<file path="config.mk">
export PLATFORM = sky130hd
export DESIGN_NAME = freq_spi_regbank
export DESIGN_NICKNAME = d
export VERILOG_FILES = /design/src/rtl/freq_pkg.sv /design/src/rtl/sync_edge.sv /design/src/rtl/freq_spi_regbank.sv
export SDC_FILE = /design/constraint.sdc
export NUM_CORES = 1
export LEC_CHECK = 0
export ABC_AREA = 1
export BUFFER_PORTS_ARGS = -buffer_cell sky130_fd_sc_hd__buf_4
export CAP_MARGIN = 0
export CORE_ASPECT_RATIO = 0.7
export CORE_MARGIN = 1
export CORE_UTILIZATION = 40
export DETAILED_ROUTE_END_ITERATION = 10
export GPL_TIMING_DRIVEN = 0
export SLEW_MARGIN = 10
export SYNTH_ARGS = -nofsm -noshare
export SYNTH_HDL_FRONTEND = slang
export SYNTH_SLANG_ARGS = --single-unit
</file>
<file path="constraint.sdc">
create_clock -name sys_clk -period 6 [get_ports sys_clk]
set_clock_uncertainty 0.2 [all_clocks]
set_input_delay 0.3 -clock sys_clk [delete_from_list [all_inputs] [get_ports sys_clk]]
set_output_delay 0.3 -clock sys_clk [all_outputs]
set_load 0.05 [all_outputs]
</file>
<file path="src/rtl/freq_pkg.sv">
// Shared definitions for the frequency readout register bank: register map,
// FSM state encoding and channel sizing helper.
package freq_pkg;

  localparam logic [7:0] ADDR_ID      = 8'h00;
  localparam logic [7:0] ADDR_STATUS  = 8'h01;
  localparam logic [7:0] ADDR_SEQ     = 8'h02;
  localparam logic [7:0] ADDR_CH_BASE = 8'h10;

  typedef enum logic [1:0] {
    ST_IDLE = 2'd0,
    ST_ADDR = 2'd1,
    ST_DATA = 2'd2
  } fsm_state_t;

  function automatic int bytes_per_ch(input int freq_w);
    return (freq_w + 7) / 8;
  endfunction

endpackage

</file>
<file path="src/rtl/sync_edge.sv">
// Two-flop synchroniser for an asynchronous level, with single-cycle rise and
// fall pulses derived from the synchronised value.
module sync_edge (
  input  logic sys_clk,
  input  logic sys_rst,
  input  logic din,
  output logic sync,
  output logic rise,
  output logic fall
);

  logic meta_q;
  logic sync_q;
  logic prev_q;

  always_ff @(posedge sys_clk) begin
    if (sys_rst) begin
      meta_q <= 1'b0;
      sync_q <= 1'b0;
      prev_q <= 1'b0;
    end else begin
      meta_q <= din;
      sync_q <= meta_q;
      prev_q <= sync_q;
    end
  end

  assign sync = sync_q;
  assign rise = sync_q & ~prev_q;
  assign fall = ~sync_q & prev_q;

endmodule

</file>
<file path="src/rtl/freq_spi_regbank.sv">
// Frequency result register bank: coherent snapshot of NUM_CH channel results
// served over a byte-level SPI slave with an auto-incrementing address.
module freq_spi_regbank
  import freq_pkg::*;
#(
  parameter int         NUM_CH  = 2,
  parameter int         FREQ_W  = 28,
  parameter logic [7:0] ID_BYTE = 8'hF1
) (
  input  logic                     sys_clk,
  input  logic                     sys_rst,
  input  logic [NUM_CH*FREQ_W-1:0] freq_in,
  input  logic                     calc_flag,
  input  logic                     spi_cs_n,
  input  logic                     rx_dv,
  input  logic [7:0]               rx_byte,
  output logic                     tx_dv,
  output logic [7:0]               tx_byte,
  output logic                     snap_valid
);

  localparam int BPC = bytes_per_ch(FREQ_W);

  fsm_state_t state, state_next;

  logic cf_sync, cf_rise, cf_fall;
  logic cs_sync, cs_rise, cs_fall;
  logic unused_sync_bits;

  logic [NUM_CH-1:0][FREQ_W-1:0] shadow;
  logic [NUM_CH-1:0][FREQ_W-1:0] read_bank;
  logic [NUM_CH-1:0][8*BPC-1:0]  padded;

  logic [7:0] seq_cnt;
  logic [7:0] addr;
  logic [7:0] rd_addr;
  logic [7:0] rd_data;
  logic       pending;
  logic       overrun;
  logic       rx_accept;
  logic       publish;

  sync_edge u_sync_calc (
    .sys_clk (sys_clk),
    .sys_rst (sys_rst),
    .din     (calc_flag),
    .sync    (cf_sync),
    .rise    (cf_rise),
    .fall    (cf_fall)
  );

  sync_edge u_sync_cs (
    .sys_clk (sys_clk),
    .sys_rst (sys_rst),
    .din     (spi_cs_n),
    .sync    (cs_sync),
    .rise    (cs_rise),
    .fall    (cs_fall)
  );

  assign unused_sync_bits = &{1'b0, cf_sync, cf_fall, cs_rise};

  always_ff @(posedge sys_clk) begin
    if (sys_rst) state <= ST_IDLE;
    else         state <= state_next;
  end

  // Entering a transaction needs a real CS falling edge, so a reset with CS
  // held low stays idle until the master reselects.
  always_comb begin
    state_next = state;
    rx_accept  = 1'b0;
    rd_addr    = addr;
    case (state)
      ST_IDLE: begin
        if (cs_fall) state_next = ST_ADDR;
      end
      ST_ADDR: begin
        if (cs_sync) begin
          state_next = ST_IDLE;
        end else if (rx_dv) begin
          rx_accept  = 1'b1;
          rd_addr    = rx_byte;
          state_next = ST_DATA;
        end
      end
      ST_DATA: begin
        if (cs_sync) begin
          state_next = ST_IDLE;
        end else if (rx_dv) begin
          rx_accept = 1'b1;
          rd_addr   = addr + 8'd1;
        end
      end
      default: state_next = ST_IDLE;
    endcase
  end

  always_comb begin
    padded = '0;
    for (int ch = 0; ch < NUM_CH; ch++) padded[ch][FREQ_W-1:0] = read_bank[ch];
  end

  always_comb begin
    rd_data = 8'h00;
    case (rd_addr)
      ADDR_ID:     rd_data = ID_BYTE;
      ADDR_STATUS: rd_data = {5'b0, pending, overrun, snap_valid};
      ADDR_SEQ:    rd_data = seq_cnt;
      default: begin
        for (int ch = 0; ch < NUM_CH; ch++) begin
          for (int k = 0; k < BPC; k++) begin
            if (rd_addr == 8'(int'(ADDR_CH_BASE) + ch * BPC + k))
              rd_data = padded[ch][k*8 +: 8];
          end
        end
      end
    endcase
  end

  // Publishing only while idle keeps a multi-byte read on one snapshot.
  assign publish = pending && (state == ST_IDLE);

  always_ff @(posedge sys_clk) begin
    if (sys_rst) begin
      shadow     <= '0;
      read_bank  <= '0;
      seq_cnt    <= 8'h00;
      snap_valid <= 1'b0;
      pending    <= 1'b0;
      overrun    <= 1'b0;
      addr       <= 8'h00;
      tx_dv      <= 1'b0;
      tx_byte    <= 8'h00;
    end else begin
      tx_dv <= rx_accept;
      if (rx_accept) begin
        addr    <= rd_addr;
        tx_byte <= rd_data;
      end
      if (cf_rise) shadow <= freq_in;
      if (publish) begin
        read_bank  <= shadow;
        seq_cnt    <= seq_cnt + 8'd1;
        snap_valid <= 1'b1;
      end
      if (cf_rise)      pending <= 1'b1;
      else if (publish) pending <= 1'b0;
      if (cf_rise && pending)                          overrun <= 1'b1;
      else if (rx_accept && (rd_addr == ADDR_STATUS))  overrun <= 1'b0;
    end
  end

endmodule

</file>
==> reports/metrics.yaml, run 1 <==
synth:
  ys.flop_type: "dfxtp_1"
  synth_fp_nets: 974
  ys.warnings.count: 0
  ys_types: 40
  yosys-top-cells-count: "nor2_1, dfxtp_1, o21ai_0"
  yosysTopAreaCellShare: 0.463
  yosysSeqAreaShare: 0.463
  synth_area_sq_um: 6400
  synth_edf_count: 0
  yosysMostFrequentCell: "nor2_1"
  ys_seq_elements: 148
  syn_area_per_cell_sq_um: 7.11
  yosys-top-cells-area: "dfxtp_1, nor2_1, o21ai_0"
  async_reset_ff_frac: 0
  syn-instance-count: 900
  yosysTopAreaCell: "dfxtp_1"
timing:
  relSlewSlack: 0.585
  period_share: 0.518
  final.setup.worst_slack_ns: 2.89
  fmax_mhz: 322
  tightest_slew_ns: 0.622
  hold_slack_ns: 0.116
  hold_viol: 0
  finalSetupViolCount: 0
  final_max_slew_viol_count: 0
  fin_setup_tns_ns: 0
  rsz0062_at_grt: "no"
  period_needed_ns: 3.11
grt:
  grt_max_degree: 17
  first_global_vias: 5944
  antenna_found_initial: 0
  grt_pass1_wl_microns: 30200
  overflow: 0
  grt_use_total: 0.235
clock_tree:
  cts_tree: "done"
  cts_buffer_depth: 2
  numCtsBuffers: 17
  htree_levels: 4
  post_cts_resized: 0
  cts_root_buf: "clkbuf_16"
  cts.sinks: 148
  clkLatencyLatePin_ns: 0.42
  cts.reportedPaths.clkPinSlew_ns: 0.06
power_and_ir_drop:
  powerDensity_nw_per_um2: 341
  power_frac_clock: 0.357
  switching_share: 0.337
  comb_power_share: 0.247
  p_sw_mw: 0.965
  intPower_mw: 1.90
  cellLeakagePower_nw: 3.59
  pwr-share-seq: 0.396
  ir_worst_vdd_mv: 0.157
routing:
  vias_per_cell: 4.95
  drc: 0
  wl_per_cell_microns: 14.6
  ant_nets: 0
  firstDrtPassIters: 5
  vias: 6271
  drtIter0Drc: 465
  routed_wirelength_microns: 18500
worst_setup_path:
  r2r_start: "state[1]"
  critPathCaptureType: "register"
  regToRegEndpoint: "tx_byte[7]"
  worstPathCellList: "inv_1 > ha_1 > buf_2 > nor2_1 > a21oi_1 > nand2_1 > nor2_2 > nand2_2 > o2111ai_1 > o22ai_1 > a21oi_1"
  path_class: "register to register"
  crit_path_start_kind: "register"
  rrSetupSlack_ns: 2.89
  path_common_cell: "a21oi_1"
  worstRegToRegCells: 11
  cp_max_fo: 10
  cp_slowest_stage_delay_ns: 0.42
  path_delay_family: "compound AO/OA/AOI/OAI gates"
  crit_buf_inv: 2
  cp_slowest_cell: "o2111ai_1"
  arrival_ns: 3.25
  crit_required_ns: 6.15
status:
  status: "finished clean"
floorplan:
  die_x_microns: 153
  dieHeight_microns: 108
  dieArea_sq_um: 16500
  coreArea_sq_um: 15500
  boundaryPins: 79
  rows: 38
  initial_core_util: 0.412
worst_hold_path:
  holdPathStages: 5
  hold_class: "input port to register"
  worstHoldEndpoint: "addr[4]"
  min_from: "rx_byte[4]"
layout:
  antenna_cells: 0
  syn2layout_area_growth_pct: 31.0
  fin_nets: 1129
  layout-drive-gt1-share: 0.139
placed_design:
  dp_hpwl_microns: 13500
  io_buffers: 77
  place_congestion: 0.887
  place_ws_ns: 3.00
job:
  cap_violations: 0
==> cell usage in the layout (no fill, tap or decap), drive strengths merged <==
master       Yosys  final
o2111ai          5      5
nor4             1      1
inv             77     81
a211oi           1      1
a21oi           48     48
ha               5      5
nor3             6      6
o21bai           1      1
dlygate4sd3      0     59
o22ai            5      5
o211ai           3      3
a31oi            5      5
clkinv           3      9
or2              1      1
and3             1      1
dfxtp          148    148
nand2          121    121
buf             12     89
nand3           44     44
xor2             1      1
and2             1      1
clkbuf          39     57
nand4            7      7
clkinvlp         0      3
bufinv           0      1
nor2           220    220
o21ai          145    145
==> how the worst max path moves through the flow <==
stage          startpoint  slack (ns)  depth (start not counted)    endpoint
6_report         state[1]        2.89                         11  tx_byte[7]
5_1_grt          state[0]        2.72                         11  tx_byte[6]
4_1_cts          state[0]        2.97                         11  tx_byte[6]
3_5_place_dp     state[0]        3.00                         11  tx_byte[6]
3_3_place_gp     state[0]        2.99                         11  tx_byte[6]
2_1_floorplan    state[0]        3.71                         15  tx_byte[3]
==> registers in the layout, summed over array words and instances (netlist names), 2 cells and up <==
signal and flops:
tx_byte 8, state 2, seq_cnt 8, addr 8
padded 56, shadow 56
==> tightest hold or removal path, cell delays in order <==
cell     delay [ns]
buf_4          0.11
nand2_1        0.07
o21ai_2        0.05
nand2_1        0.08
a31oi_1        0.08
==> layer usage <==
metal | vias up | GRT usage | share of wire
met5 | - | 0 | 0
met3 | 15 | 0.0447 | 0.051
met1 | 2870 | 0.345 | 0.53
met4 | 0 | 0.0592 | 0.010
li1 | 3230 | - | -
met2 | 156 | 0.351 | 0.41
==> cell type report <==
type | count | area [sq um]
Multi-Input combinational cell | 621 | 2900
Tap cell | 200 | 250
Clock inverter | 14 | 128
Fill cell | 1521 | 7160
Timing Repair Buffer | 136 | 1170
Sequential cell | 148 | 2960
Inverter | 80 | 303
Buffer | 51 | 236
Clock buffer | 18 | 439
==> stage by stage <==
| stage | power [mW] | util | cell area [sq um] | cells |
|---|---|---|---|---|
| finish | 2.86 | 0.540 | 8390 | 1268 |
| global route | 3.00 | 0.540 | 8390 | 1268 |
| CTS | 2.86 | 0.540 | 8390 | 1268 |
| detailed placement | 1.82 | 0.465 | 7230 | 1177 |
| global placement | 1.81 | 0.465 | 7230 | 1177 |
| floorplan | 1.61 | - | 6400 | 900 |
==> cells by family (layout without fill, tap and decap cells) <==
group           Yosys count  in the layout  share of synthesized area
compound gates          213            213                      0.175
xor+xnor                  1              1                    0.00137
fa+ha+maj                 5              5                    0.00977
buf+inv                 131            299                     0.0842
flops                   148            148                      0.463
simple gates            402            402                      0.266
==> power by group through the flow <==
stage	clock network, mW	logic, mW	registers, mW
final	1.02	0.708	1.13
after global routing	1.08	0.775	1.14
after CTS	1.03	0.701	1.13
after detailed placement	0	0.668	1.15
after global placement	0	0.662	1.15
after floorplan	0	0.398	1.21
==> timing repair <==
action	in CTS	in global routing
hold endpoints to repair	59	0
buffers inserted	0	0
hold buffers	59	0
(Power assumes the default switching activity.)
==> run 2: changes to the inputs <==
--- a/config.mk
+++ b/config.mk
@@ -5,7 +5,7 @@
 export SDC_FILE = /design/constraint.sdc
 export NUM_CORES = 1
 export LEC_CHECK = 0
-export ABC_AREA = 1
+export ABC_AREA = 0
 export BUFFER_PORTS_ARGS = -buffer_cell sky130_fd_sc_hd__buf_4
 export CAP_MARGIN = 0
 export CORE_ASPECT_RATIO = 0.7
==> constraint.sdc (replaced) <==
create_clock -name sys_clk -period 2.7 [get_ports sys_clk]
set_clock_uncertainty 0.2 [all_clocks]
set_input_delay 0.135 -clock sys_clk [delete_from_list [all_inputs] [get_ports sys_clk]]
set_output_delay 0.135 -clock sys_clk [all_outputs]
set_load 0.05 [all_outputs]
==> run 2 against run 1 <==
Against the previous run: power is 75% higher; the flow now finishes with violations (DRC); register-to-register slack worse by 2.8 ns; routed wire length is 2.2% higher; flip-flop and latch count stayed put; maximum frequency is 18% higher; critical path depth stayed put; cell count is 3.9% lower; highest routed layer unchanged.
==> reports/metrics.yaml, run 2 <==
placed_design:
  io_buffers: 77  # unchanged
  dp.cells: 1100  # -6.5%
  place_ws_ns: -0.700  # -3.70 ns
  dp_hpwl_microns: 13000  # -3.6%
  place_congestion: 0.895  # +0.96%
clock_tree:
  htree_levels: 4  # unchanged
  cts_root_buf: "clkbuf_16"
  cts_buffer_depth: 2  # unchanged
  cts_tree: "done"
  cts.sinks: 148  # unchanged
  numCtsBuffers: 17  # unchanged
  cts.reportedPaths.clkPinSlew_ns: 0.06  # about the same
  clkLatencyLatePin_ns: 0.42  # about the same
floorplan:
  boundaryPins: 79  # unchanged
  dieArea_sq_um: 16400  # -0.58%
  initial_core_util: 0.411  # -0.00116
  rows: 38  # unchanged
  dieHeight_microns: 108  # -0.29%
  coreArea_sq_um: 15500  # -0.31%
  die_x_microns: 153  # -0.29%
synth:
  ys.flop_type: "dfxtp_1"
  syn-instance-count: 823  # -8.6%
  yosysTopAreaCellShare: 0.466  # +0.00273
  async_reset_ff_frac: 0  # unchanged
  yosysMostFrequentCell: "nand2_1"
  synth_edf_count: 0  # unchanged
  synth_area_sq_um: 6360  # -0.59%
  ys_seq_elements: 148  # unchanged
  syn_area_per_cell_sq_um: 7.73  # +8.7%
  yosysTopAreaCell: "dfxtp_1"
  ys.warnings.count: 0  # unchanged
  yosys-top-cells-area: "dfxtp_1, nand2_1, a21oi_1"
  yosys-top-cells-count: "nand2_1, dfxtp_1, a21oi_1"
  ys_types: 60  # +50%
  yosysSeqAreaShare: 0.466  # +0.00273
  synth_fp_nets: 897  # -7.9%
timing:
  final.setup.worst_slack_ns: 0.0616  # -2.83 ns
  hold_viol: 0  # unchanged
  hold_slack_ns: 0.0434  # -0.0723 ns
  final_max_slew_viol_count: 0  # unchanged
  tightest_slew_ns: 0.724  # +0.102 ns
  fin_setup_tns_ns: 0  # unchanged
  period_share: 0.977  # +0.459
  fmax_mhz: 379  # +18%
  relSlewSlack: 0.517  # -0.0677
  period_needed_ns: 2.64  # -0.469 ns
  finalSetupViolCount: 0  # unchanged
layout:
  layout-drive-gt1-share: 0.177  # +0.0382
  fillers: 1443  # -5.1%
  final_cell_mix: "nand2_1, dfxtp_1, a21oi_1"
  final_common_cell: "nand2_1"
  syn2layout_area_growth_pct: 38.6
  fin_nets: 1079  # -4.4%
  antenna_cells: 0  # unchanged
  final_cells: 1218  # -3.9%
  final_util: 0.569  # +0.0295
power_and_ir_drop:
  powerDensity_nw_per_um2: 567  # +66%
  ir_worst_vdd_mv: 0.369  # +140%
  cellLeakagePower_nw: 3.15  # -12%
worst_setup_path:
  crit_required_ns: 2.78  # -3.37 ns
  path_common_cell: "a311oi_1"
  path_delay_family: "compound AO/OA/AOI/OAI gates"
  path_class: "register to register"
  crit_path_start_kind: "register"
  cp_slowest_cell: "dfxtp_4"
  cp_slowest_stage_delay_ns: 0.37  # -0.05 ns
  crit_buf_inv: 3  # +1
  arrival_ns: 2.72  # -0.53 ns
  cp_max_fo: 10  # unchanged
  critPathCaptureType: "register"
  worstPathCellList: "inv_2 > ha_4 > buf_8 > nand2_1 > o211ai_4 > buf_6 > a21oi_1 > a311oi_1 > a311oi_1 > a211oi_1 > o41ai_2"
routing:
  vias_per_cell: 5.15  # +4.1%
  wl_per_cell_microns: 15.5  # +6.4%
  ant_nets: 0  # unchanged
  firstDrtPassIters: 9  # +4
  routed_wirelength_microns: 18900  # +2.2%
  drtIter0Drc: 441  # -5.2%
  drc: 6  # +6
  vias: 6268  # -0.048%
grt:
  grt_max_degree: 17  # unchanged
  first_global_vias: 5846  # -1.6%
  grt_use_total: 0.235  # -0.000461
  antenna_found_initial: 0  # unchanged
  grt_pass1_wl_microns: 29800  # -1.3%
  overflow: 0  # unchanged
job:
  cap_violations: 0  # unchanged
status:
  status: "finished with violations"
  violations: "DRC"
worst_hold_path:
  hold_class: "input port to register"
==> run 2: changes by cell type in the layout (fill, tap and decap cells not counted), sizes merged, moves of 5 or more <==
cell	before	now
nor2b	0	9
a21oi	48	135
buf	89	124
nand2	121	273
dlygate4sd3	59	65
o21ai	145	31
mux2i	0	24
nand3b	0	7
nand3	44	6
a22oi	0	7
nor2	220	40
inv	81	14
clkbuf	57	52
==> run 2: area by class of cell <==
cell class,instances,area [sq um],share of cell area
Sequential cell,148,2970,0.337
Inverter,11,41.3,0.00468
Clock buffer,19,453,0.0514
Buffer,59,324,0.0367
Timing Repair Buffer,163,1400,0.159
Multi-Input combinational cell,605,3230,0.366
Clock inverter,13,148,0.0167
Tap cell,200,250,0.0284
==> run 2: repair_timing <==
action,4_1_cts,5_1_grt
hold endpoints to repair,65,0
resized for setup,25,38
pin swaps,7,13
setup endpoints to repair,9,9
hold buffers,65,0
cloned,2,0
buffers inserted,11,8
==> run 2: cell families (layout without fill, tap and decap cells) <==
group                      Yosys count  after routing  share of synthesized area
buffers and inverters               70            265                     0.0456
AOI/OAI and AO/OA                  209            209                      0.193
and+or+nand+nor                    360            360                      0.238
adders and majority gates            5              5                    0.00983
DFF                                148            148                      0.466
muxes                               26             26                     0.0413
xor gates and xnor gates             5              5                    0.00688
==> run 2: per-stage QoR <==
stage | instance area [sq um] | total power [mW]
after global placement | 7190 | 2.57
after CTS | 8620 | 5.03
final | 8820 | 5.00
after floorplan | 6360 | 2.43
after detailed placement | 7190 | 2.58
after global routing | 8820 | 5.16
==> run 2: report_power, final <==
group          internal, mW  switching, mW  total, mW
logic                 0.185          0.184      0.369
clock network          1.42          0.961       2.38
registers              2.22         0.0240       2.25
==> run 2: final timing paths <==
kind | from | end | slack (ns) | depth (start not counted)
setup / recovery | state[1] | tx_byte[1] | 0.06 | 11
hold / removal | rx_byte[4] | addr[4] | 0.04 | 5
setup reg to reg | state[1] | tx_byte[1] | 0.06 | 11
hold reg to reg | u_sync_calc.meta_q | u_sync_calc.sync | 0.24 | 1
==> run 2: metal layers <==
metal  vias to the layer above  wire [microns]  track usage
li1                       3144               -            -
met1                      2909            9340        0.323
met2                       193            7890        0.349
met3                        22            1430       0.0749
met4                         0             227       0.0707
met5                         -               0            0
==> run 2: worst reg2reg max path: cells and delay by family, from the launching register on <==
family          cells  cell delay, ns
fa+ha+maj           1            0.29
flops               1            0.37
buf+inv             3            0.37
simple gates        1            0.10
compound gates      6            1.15
==> run 3: changes to the inputs <==
--- a/config.mk
+++ b/config.mk
@@ -6,7 +6,7 @@
 export NUM_CORES = 1
 export LEC_CHECK = 0
 export ABC_AREA = 0
-export BUFFER_PORTS_ARGS = -buffer_cell sky130_fd_sc_hd__buf_4
+export BUFFER_PORTS_ARGS = -buffer_cell sky130_fd_sc_hd__buf_2
 export CAP_MARGIN = 0
 export CORE_ASPECT_RATIO = 0.7
 export CORE_MARGIN = 1
==> run 3 against run 2 <==
Against the previous run: highest routed layer unchanged; worst setup slack lost 0.044 ns; die area stayed put; routed wire length down 0.95%; maximum frequency is 1.6% lower; the run still ends with DRC left; flip-flop and latch count unchanged; global-route usage fell by 0.64 points; critical endpoint unchanged; count of clock-buffer cells in the layout up 1.
==> reports/metrics.yaml, run 3 (synthesis gave the netlist of run 2 again) <==
status:
  status: "finished with violations"
  violations: "DRC"
worst_hold_path:
  worstHoldEndpoint: "addr[4]"
  hold_class: "input port to register"
  min_from: "rx_byte[4]"
  holdPathStages: 5  # unchanged
worst_setup_path:
  critPathCaptureType: "register"
  crit_required_ns: 2.78  # about the same
  critPathLaunch: "state[0]"
  worstRegToRegCells: 11  # unchanged
  regToRegEndpoint: "tx_byte[1]"
  crit_path_start_kind: "register"
  r2r_start: "state[0]"
  arrival_ns: 2.76  # +0.04 ns
  path_class: "register to register"
  cp_max_fo: 10  # unchanged
  rrSetupSlack_ns: 0.02  # -0.04 ns
job:
  cap_violations: 0  # unchanged
grt:
  antenna_found_initial: 0  # unchanged
  grt_max_degree: 17  # unchanged
  first_global_vias: 5658  # -3.2%
  overflow: 0  # unchanged
  grt_use_total: 0.228  # -0.00640
  grt_pass1_wl_microns: 28900  # -2.9%
timing:
  fmax_mhz: 373  # -1.6%
  relSlewSlack: 0.527  # +0.00978
  tightest_slew_ns: 0.709  # -0.0147 ns
  final_max_slew_viol_count: 0  # unchanged
  period_needed_ns: 2.68  # +0.0442 ns
  hold_slack_ns: 0.00632  # -0.0370 ns
  hold_viol: 0  # unchanged
  finalSetupViolCount: 0  # unchanged
  period_share: 0.994  # +0.0164
placed_design:
  dp_hpwl_microns: 12900  # -0.74%
  place_congestion: 0.896  # about the same
  io_buffers: 77  # unchanged
clock_tree:
  cts.reportedPaths.clkPinSlew_ns: 0.06  # about the same
  htree_levels: 4  # unchanged
  cts_tree: "done"
  cts_buffer_depth: 2  # unchanged
  numCtsBuffers: 17  # unchanged
  cts_root_buf: "clkbuf_16"
  cts.sinks: 148  # unchanged
  clkLatencyLatePin_ns: 0.42  # about the same
floorplan:
  dieHeight_microns: 108  # unchanged
  coreArea_sq_um: 15500  # unchanged
  boundaryPins: 79  # unchanged
  rows: 38  # unchanged
  dieArea_sq_um: 16400  # unchanged
  die_x_microns: 153  # unchanged
  initial_core_util: 0.411  # unchanged
power_and_ir_drop:
  powerDensity_nw_per_um2: 571  # +0.76%
  ir_worst_vdd_mv: 0.411  # +11%
  totalPowerFinal_mw: 4.89  # -2.2%
  cellLeakagePower_nw: 3.04  # -3.5%
layout:
  final_common_cell: "nand2_1"
  regArea_sq_um: 2970  # about the same
  multi_input_area_sq_um: 3210  # -0.50%
  antenna_cells: 0  # unchanged
  fin_nets: 1078  # -0.093%
  fillers: 1506  # +4.4%
  layout-drive-gt1-share: 0.177  # about the same
  syn2layout_area_growth_pct: 34.5
  final_cell_mix: "nand2_1, dfxtp_1, a21oi_1"
routing:
  drtIter0Drc: 445  # +0.91%
  vias: 6269  # +0.016%
  routed_wirelength_microns: 18700  # -0.95%
  drc: 4  # -2
  ant_nets: 0  # unchanged
  firstDrtPassIters: 10  # +1
  wl_per_cell_microns: 15.4  # -0.87%
  vias_per_cell: 5.15  # about the same
run 3: cell count changes in the layout (fill, tap and decap cells not counted), sizes merged:
cell	delta
bufinv	-1
buf	+1
clkinv	-1
clkinvlp	+1
dlygate4sd3	-1
run 3: final cells by class:
cell class | instances | share of cell area
Multi-Input combinational cell | 605 | 0.375
Sequential cell | 148 | 0.347
Timing Repair Buffer | 162 | 0.138
Clock buffer | 20 | 0.0522
Buffer | 59 | 0.0379
Tap cell | 200 | 0.0292
Clock inverter | 12 | 0.0145
Inverter | 11 | 0.00556
run 3: power breakdown:
| group | leakage [nW] | total, mW | internal (mW) | switching, mW |
|---|---|---|---|---|
| Clock | 0.271 | 2.30 | 1.31 | 0.989 |
| Combinational | 1.57 | 0.338 | 0.156 | 0.182 |
| Sequential | 1.20 | 2.25 | 2.22 | 0.0234 |
| Total | 3.04 | 4.89 | 3.69 | 1.19 |
run 3: metrics by stage:
step                      setup WS, ns  TNS, ns  instances   util  area, sq um
after floorplan                 0.0999        0        823      -         6360
after global routing           -0.0324   -0.111       1217  0.552         8560
after detailed placement        -0.735    -5.00       1100  0.452         7000
after CTS                      -0.0146  -0.0238       1206  0.539         8360
final                           0.0174        0       1217  0.552         8560
after global placement          -0.748    -5.08       1100  0.452         7000
run 3: worst max-delay path, stage by stage (launching register included):
cell and delay (ns):
dfxtp_4 0.37, inv_4 0.05, ha_4 0.30, buf_8 0.14, nand2_1 0.09, o211ai_4 0.30, buf_6 0.19, a21oi_1 0.04
a311oi_1 0.30, a311oi_1 0.10, a211oi_1 0.36, o41ai_2 0.12
run 3: metal layers:
metal	track usage	vias to the layer above	routed length (microns)
li1	-	3142	-
met5	0	-	0
met4	0.0678	0	285
met2	0.335	190	7750
met1	0.324	2917	9250
met3	0.0632	20	1420
run 3: timing repair:
| action | in CTS | in global routing |
|---|---|---|
| pin swaps | 7 | 14 |
| hold buffers | 64 | 0 |
| gates resized for setup | 22 | 37 |
| hold endpoints to repair | 64 | 0 |
| endpoints found under the setup margin | 9 | 9 |
| gates cloned | 1 | 0 |
| setup buffers | 9 | 11 |
run 3: how the worst max path moves through the flow:
stage | end | depth (start not counted)
floorplan | tx_byte[2] | 11
CTS | tx_byte[0] | 9
global route | tx_byte[4] | 11
detailed placement | tx_byte[4] | 10
finish | tx_byte[1] | 11
global placement | tx_byte[7] | 10
